## src/rtl/cla_pkg.sv

```systemverilog
// Shared types and constants for the sequential CLA adder controller.
// Holds the FSM state enum, the slice width and the index-width helper.
package cla_pkg;

  typedef enum logic [1:0] {
    IDLE = 2'd0,
    RUN  = 2'd1,
    DONE = 2'd2
  } state_t;

  localparam int SLICE_W = 4;

  function automatic int idx_w(input int n);
    return (n <= 2) ? 1 : $clog2(n);
  endfunction

endpackage

```

## src/rtl/cla4_slice.sv

```systemverilog
// Combinational 4-bit carry-lookahead adder slice.
// Ports: a, b (4b), ci -> s (4b), co.
module cla4_slice (
  input  logic [3:0] a,
  input  logic [3:0] b,
  input  logic       ci,
  output logic [3:0] s,
  output logic       co
);

  logic [3:0] g;
  logic [3:0] p;
  logic [3:0] c;

  assign g = a & b;
  assign p = a ^ b;

  assign c[0] = ci;
  assign c[1] = g[0] | (p[0] & ci);
  assign c[2] = g[1] | (p[1] & g[0])
              | (p[1] & p[0] & ci);
  assign c[3] = g[2] | (p[2] & g[1])
              | (p[2] & p[1] & g[0])
              | (p[2] & p[1] & p[0] & ci);
  assign co   = g[3] | (p[3] & g[2])
              | (p[3] & p[2] & g[1])
              | (p[3] & p[2] & p[1] & g[0])
              | (p[3] & p[2] & p[1] & p[0] & ci);

  assign s = p ^ c;

endmodule

```

## src/rtl/cla_seq_ctrl.sv

```systemverilog
// W-bit adder time-sharing one 4-bit CLA slice over NIBBLES cycles.
// Ports: clk, rst_n, in_valid/in_ready + a, b, cin request;
// out_valid/out_ready + sum, cout result; ovf when CLA_SEQ_OVF_EN.
module cla_seq_ctrl
  import cla_pkg::*;
#(
  parameter  int NIBBLES = 4,
  localparam int W       = 4 * NIBBLES
) (
  input  logic         clk,
  input  logic         rst_n,
  input  logic         in_valid,
  output logic         in_ready,
  input  logic [W-1:0] a,
  input  logic [W-1:0] b,
  input  logic         cin,
  output logic         out_valid,
  input  logic         out_ready,
  output logic [W-1:0] sum,
  output logic         cout
`ifdef CLA_SEQ_OVF_EN
  ,
  output logic         ovf
`endif
);

  localparam int IW = idx_w(NIBBLES);

  state_t        state;
  state_t        state_n;
  logic [IW-1:0] idx;
  logic          carry;
  logic [W-1:0]  a_q;
  logic [W-1:0]  b_q;
  logic [3:0]    s;
  logic          co;
  logic          last;

  // Operands shift right each RUN cycle, so the
  // active nibble always sits in the low slice.
  cla4_slice u_slice (
    .a  (a_q[SLICE_W-1:0]),
    .b  (b_q[SLICE_W-1:0]),
    .ci (carry),
    .s  (s),
    .co (co)
  );

  assign last = (idx == IW'(NIBBLES - 1));

  always_ff @(posedge clk or negedge rst_n) begin
    if (!rst_n) state <= IDLE;
    else        state <= state_n;
  end

  always_comb begin
    state_n   = state;
    in_ready  = 1'b0;
    out_valid = 1'b0;
    unique case (state)
      IDLE: begin
        in_ready = 1'b1;
        if (in_valid) state_n = RUN;
      end
      RUN: begin
        if (last) state_n = DONE;
      end
      DONE: begin
        out_valid = 1'b1;
        if (out_ready) state_n = IDLE;
      end
      default: state_n = IDLE;
    endcase
  end

  always_ff @(posedge clk or negedge rst_n) begin
    if (!rst_n) begin
      idx   <= '0;
      carry <= 1'b0;
      a_q   <= '0;
      b_q   <= '0;
      sum   <= '0;
      cout  <= 1'b0;
`ifdef CLA_SEQ_OVF_EN
      ovf   <= 1'b0;
`endif
    end else begin
      unique case (state)
        IDLE: begin
          if (in_valid) begin
            a_q   <= a;
            b_q   <= b;
            carry <= cin;
            idx   <= '0;
          end
        end
        RUN: begin
          for (int i = 0; i < NIBBLES; i++) begin
            if (idx == IW'(i))
              sum[i*SLICE_W +: SLICE_W] <= s;
          end
          carry <= co;
          a_q   <= a_q >> SLICE_W;
          b_q   <= b_q >> SLICE_W;
          idx   <= idx + 1'b1;
          if (last) begin
            idx  <= '0;
            cout <= co;
`ifdef CLA_SEQ_OVF_EN
            // Carry into the MSB is recovered
            // from the MSB sum and operand bits.
            ovf  <= s[3] ^ a_q[3] ^ b_q[3] ^ co;
`endif
          end
        end
        default: ;
      endcase
    end
  end

endmodule
```

## config.mk

```make
export PLATFORM = sky130hd
export DESIGN_NAME = cla_seq_ctrl
export DESIGN_NICKNAME = d
export VERILOG_FILES = /design/src/rtl/cla_pkg.sv /design/src/rtl/cla4_slice.sv /design/src/rtl/cla_seq_ctrl.sv
export SDC_FILE = /design/constraint.sdc
export NUM_CORES = 1
export LEC_CHECK = 0
export CORE_MARGIN = 5
export CORE_UTILIZATION = 53
export DETAILED_ROUTE_END_ITERATION = 10
export GPL_TIMING_DRIVEN = 1
export HOLD_SLACK_MARGIN = 0.03
export PLACE_DENSITY = 0.83
export SLEW_MARGIN = 40
export SYNTH_ARGS = -nofsm -noshare
export SYNTH_HDL_FRONTEND = slang
export SYNTH_SLANG_ARGS = --single-unit
```

## constraint.sdc

```tcl
create_clock -name clk -period 3.5 [get_ports clk]
set_input_delay 1.05 -clock clk [delete_from_list [all_inputs] [get_ports clk]]
set_output_delay 1.05 -clock clk [all_outputs]
set_load 0.005 [all_outputs]
```

## Word-level counts from Yosys, hierarchy flattened

Index checks and enable logic that the tools add are counted.

- Memory bits (read-only): 0
- Bits in writable memories: 0
- Register bits after elaboration: 54
- Bits in latches: 0
- Memories: 0
- Bits of input ports: 37

- $add $sub $neg: 1
- Shift-type cells: 0
- Multipliers: 0
- $lt $le $gt $ge: 0
- Divide/modulo/power cells: 0
- Bitwise logic cells: 29
- Eq/ne operators: 8
- Muxes and demuxes: 15
- Reductions and logical operators: 9

Operators with widths:

| kind | number |
|---|---|
| $pmux 16 s2 | 2 |
| $mux 16 | 2 |
| $and 1x1->1 | 16 |
| $mux 2 | 5 |
| $or 1x1->1 | 10 |
| $reduce_and 2->1 | 5 |
| $xor 4x4->4 | 2 |
| $eq 2x2->1 const B | 3 |
| $ne 2x2->1 const B | 3 |
| $pmux 2 s3 | 1 |
| $and 4x4->4 | 1 |
| $eq 2x1->1 const B | 2 |
| $logic_not 2->1 | 2 |
| $pmux 2 s2 | 1 |
| $mux 1 | 3 |
| $reduce_and 3->1 | 1 |
| $add 2x1->2 const B | 1 |
| $pmux 1 s2 | 1 |
| $reduce_bool 2->1 | 1 |

## Longest topological paths before layout

- Depth in word-level cells: 7
- Mapped depth: 7
- Mapped depth without buffers: 5

## Modules after synthesis

From an unflattened synthesis, not the netlist that was laid out.

- Cells, all modules: 218
- Area, all modules: 2476.1 sq um

By module, submodules not included:

| module | times used | cells an instance | area an instance (sq um) |
|---|---|---|---|
| cla_seq_ctrl | 1 | 201 | 2328.5 |
| cla4_slice | 1 | 17 | 147.6 |

## Least setup slack after synthesis

OpenSTA, ideal clock, no wires.

- Kind: reg2out
- Start: reg state[1]
- End: out in_ready
- Arrival: 0.803 ns
- Setup slack: 1.647 ns
- Cell stages (with the launch flop): 4
- Required time: 2.450 ns
- Buffers on the path: 2
- Path through: dfrtp_1 > buf_2 > clkbuf_1 > nor2_1

- Longest elaborated chain between the ends: 2

RTL lines:

| item | line | RTL |
|---|---|---|
| start, declared | cla_seq_ctrl.sv:29 | `state_t state;` |
| start signal, assigned | cla_seq_ctrl.sv:53 | `else state <= state_n;` |
| $logic_not 2->1 | cla_seq_ctrl.sv:60 | `unique case (state)` |
| $mux 1 | cla_seq_ctrl.sv:60 |  |
| end, declared | cla_seq_ctrl.sv:13 | `output logic in_ready,` |

Every way passes these cells.

## Worst setup path in the final report

- Start: reg state[0]
- End: out out_valid

- Longest elaborated chain between the ends: 2

RTL lines:

| item | line | RTL |
|---|---|---|
| $eq 2x2->1 | cla_seq_ctrl.sv:60 |  |
| $mux 1 | cla_seq_ctrl.sv:60 |  |
| end, declared | cla_seq_ctrl.sv:17 | `output logic out_valid,` |

Every way passes these cells.

==> flow_results.org <==
** Worst hold path
- The worst hold path passes through 2 cells.
- Worst Hold Launch :: sum[2]
- The worst hold path terminates at sum[2].
- Worst hold path type :: flop to flop

** STA
- Post-route worst hold slack :: 0.483 ns
- Summed over all failing endpoints, the final setup total negative slack is 0 ns.
- Pins Over Slew Limit :: 0
- Once routing completed, OpenROAD measured the worst setup slack at 0.727 ns.
- For the pin with the worst max-slew slack, the measured transition is 0.629 ns.
- Measured against its own limit, the worst slew margin works out to 57.9%.
- Setup repair after global routing left no endpoint under its margin.
- Number of endpoints with negative hold slack in the final report :: 0
- Setup violations remaining at the end of the flow were counted as 0.
- Fmax achieved :: 361 MHz
- For the final database, setup skew stands at 0.00270 ns.
- The final critical path takes up 79.2% of the cycle.
- Clock period minus worst slack :: 2.77 ns

** Global route
- Global routing consumed, on the met2 layer, 30.4% of the routing resources.
- Number of antenna violations at the first check in global routing :: 0
- M3 GR Usage :: 4.65%
- The via count of the first global-routing pass is 1945.
- The first global-routing pass estimated 9210 um of wire.
- In the global route stage, overall resource usage came out at 18.9%.
- Global routing consumed, on the met1 layer, 25.4% of the routing resources.
- Entering global routing, the biggest net connects 35 pins.
- After global routing the overflow that remains totals 0.
- GR peak layer :: met2

** Synth
- Primary FF master, synth :: sky130_fd_sc_hd__dfrtp_1
- Cell accounting for the most synthesized area :: sky130_fd_sc_hd__dfrtp_1
- Cells taking the most area after synthesis :: sky130_fd_sc_hd__dfrtp_1, sky130_fd_sc_hd__o21ai_0, sky130_fd_sc_hd__a22oi_1, sky130_fd_sc_hd__nand2_1, sky130_fd_sc_hd__ha_1
- Warning count from the yosys run :: 0
- For this run, the register share of the synthesized area comes to 53.4%.
- Synthesis instantiated 34 different standard cells from the library.
- Mean cell area of the mapped netlist :: 10.0 sq um
- Syn Inst Count :: 253
- Flops & latches, synth :: 54
- Fraction of post-synthesis cell area in the top cell type by area :: 53.4%
- Share of flip-flops with an asynchronous set or reset after synthesis :: 100%
- Post-Syn Area :: 2530 sq um
- Number of flops mapped to enable cells by yosys :: 0
- When the netlist entered floorplanning its net count stood at 299.

** Die
- I/O pin cnt :: 56
- Die outline area :: 6260 sq um
- In this run the core area contains 25 standard-cell rows.
- Initial cell density of the core :: 53.9%
- Measured along the y axis, the die boundary spans 79.1 um.
- Core region area :: 4690 sq um
- Width of the die :: 79.1 um

** Clock network
- Number of hold buffers added after CTS :: 0
- The number of gates resized after CTS was 0.
- Clock Sink Count :: 54
- Number of levels in the clock H-tree :: 2
- TritonCTS clock tree :: done
- Clock-pin slew was measured on the worst setup and hold paths at 0.09 ns.
- Clock root cell :: sky130_fd_sc_hd__clkbuf_8
- Post-CTS repair timing setup buffer count :: 0
- Counting the buffers created by CTS gives 5.
- The clock reaches the later pin of the worst-skew pair after 0.31 ns.
- Buffer levels on the longest clock path :: 2

** Route
- Wires add up to 5520 um.
- In this run, the number of DRC markers left after iteration 0 of detailed routing was 116.
- Once detail routing completed, the nets flagged for antenna violations numbered 0.
- DRC errors left :: 0
- Routed WL per cell :: 15.3 um
- Detailed routing inserted a total of 2022 vias.
- The first detailed-routing pass ran for 4 iterations.
- Dividing the detail-routed via count by the number of cells gives 5.60.

** Run
- Number of maximum-capacitance constraint violations :: 0

** Cells and area
- Share of layout cells above drive strength 1 :: 6.19%
- The repair_antennas step left the layout with diodes totalling 0.
- Non-filler instance count after layout :: 361
- Post-route core utilization :: 68.4%
- Layout-stage area growth over the synthesis result :: 26.7%
- For this run, the post-layout net count is 352.

** Power
- Worst-case vdd ir drop :: 0.378 mV
- Dividing total power by cell area gives a power density of 801 nW/um^2.
- Static Leak :: 1.41 nW

** Worst setup path
- Count of cells along the worst register-to-register path :: 5
- Type of origin of the critical path :: flop
- At the worst endpoint, the required time is 2.45 ns.
- In this run the critical register-to-register path is captured at cout.
- Across all register-to-register paths, the minimum setup slack is 1.60 ns.
- Data arrives at the worst endpoint at 1.72 ns.
- The worst register-to-register path begins at state[1].
- The critical path is of the flop to primary output type.
- The worst setup path is captured at a primary output.
- Max FO, Critical Path :: 19

** Placed design
- Input and output buffers added on the ports amount to 55.
- Before CTS, the worst setup slack after placement is 0.874 ns.
- Total half-perimeter wirelength after legalization and detailed placement :: 4060 um
- Instance count after placement with tap cells included :: 353
- The congestion estimate from routability-driven global placement came to 0.774.

** Outcome
- Outcome :: finished clean
## metal layers
metal	vias up	wire length, um
met2	76	2710
met4	0	75
met3	7	399
li1	986	-
met5	-	0
met1	953	2330
## power breakdown
group	leakage [nW]	total, mW	switching, mW	internal, mW
combinational	0.657	1.11	0.584	0.529
clock	0.0524	0.412	0.198	0.214
sequential	0.697	1.04	0.171	0.873
## through the flow
| step | total power, mW | instance area (sq um) |
|---|---|---|
| 3_3_place_gp | 2.13 | 3100 |
| 4_1_cts | 2.59 | 3210 |
| 2_1_floorplan | 1.75 | 2530 |
| 3_5_place_dp | 2.18 | 3100 |
| 5_1_grt | 2.79 | 3210 |
| 6_report | 2.57 | 3210 |
## cells in the final DEF (no fill, tap or decap), types with 5 or more instances in the layout
cell                              instances
sky130_fd_sc_hd__dfrtp_1                 54
sky130_fd_sc_hd__buf_4                    8
sky130_fd_sc_hd__ha_1                     8
sky130_fd_sc_hd__clkbuf_8                 5
sky130_fd_sc_hd__nor2b_1                 13
sky130_fd_sc_hd__o21ai_0                 41
sky130_fd_sc_hd__nand2_1                 40
sky130_fd_sc_hd__inv_1                    9
sky130_fd_sc_hd__a21oi_1                 14
sky130_fd_sc_hd__o21ai_1                  5
sky130_fd_sc_hd__a22o_1                   5
sky130_fd_sc_hd__a22oi_1                 24
sky130_fd_sc_hd__clkdlybuf4s50_1         54
## state kept, by name (all words and copies together), names as in the netlist
name   cells
a_q       16
b_q       16
carry      1
cout       1
idx        2
state      2
sum       16
## kinds of logic (layout without fill, tap and decap cells)
kind of cell             after synthesis  after routing  synth area share (%)
AO/OA/AOI/OAI                         97             97                  23.2
AND/OR/NAND/NOR                       63             63                  11.8
flip-flops                            54             54                  53.4
buffers and inverters                 26             80                  5.39
adder cells (fa/ha/maj)                9              9                  4.75
XOR/XNOR                               3              3                  1.04
multiplexers                           1              1                 0.395
## Yosys cell counts (2+ instances only)
library cell / instances
sky130_fd_sc_hd__dfrtp_1: 54
sky130_fd_sc_hd__o21ai_0: 41
sky130_fd_sc_hd__nand2_1: 40
sky130_fd_sc_hd__a22oi_1: 24
sky130_fd_sc_hd__a21oi_1: 14
sky130_fd_sc_hd__nor2b_1: 13
sky130_fd_sc_hd__inv_1: 9
sky130_fd_sc_hd__ha_1: 8
sky130_fd_sc_hd__buf_2: 6
sky130_fd_sc_hd__a22o_1: 5
sky130_fd_sc_hd__clkbuf_1: 5
sky130_fd_sc_hd__o21ai_1: 5
sky130_fd_sc_hd__buf_6: 3
sky130_fd_sc_hd__nor2_1: 3
sky130_fd_sc_hd__and2_1: 2
sky130_fd_sc_hd__buf_4: 2
sky130_fd_sc_hd__xor2_1: 2
## worst max-delay path by stage
stage / start / end / cells after the start / slack [ns]
3_5_place_dp: in_valid / b_q[14] / 4 / 0.87
5_1_grt: state[0] / out_valid / 5 / 0.65
2_1_floorplan: state[1] / in_ready / 3 / 1.65
3_3_place_gp: in_valid / b_q[12] / 4 / 0.88
6_report: state[0] / out_valid / 5 / 0.73
4_1_cts: state[0] / out_valid / 5 / 0.73
## layout make-up
| cell class | count | area (sq um) |
|---|---|---|
| clock inverter | 1 | 30.0 |
| clock buffer | 7 | 76.3 |
| sequential | 54 | 1350 |
| timing repair buffer | 63 | 606 |
| fill | 386 | 1480 |
| inverter | 9 | 33.8 |
| tap | 54 | 67.6 |
| multi-input combinational | 173 | 1040 |
## worst max-delay path, stage by stage, from the launching register on
cell,delay [ns]
sky130_fd_sc_hd__dfrtp_1,0.39
sky130_fd_sc_hd__buf_4,0.20
sky130_fd_sc_hd__inv_1,0.16
sky130_fd_sc_hd__nand2_1,0.09
sky130_fd_sc_hd__inv_1,0.07
sky130_fd_sc_hd__clkdlybuf4s50_1,0.49
Note: power is estimated with default switching activity, not from simulation.
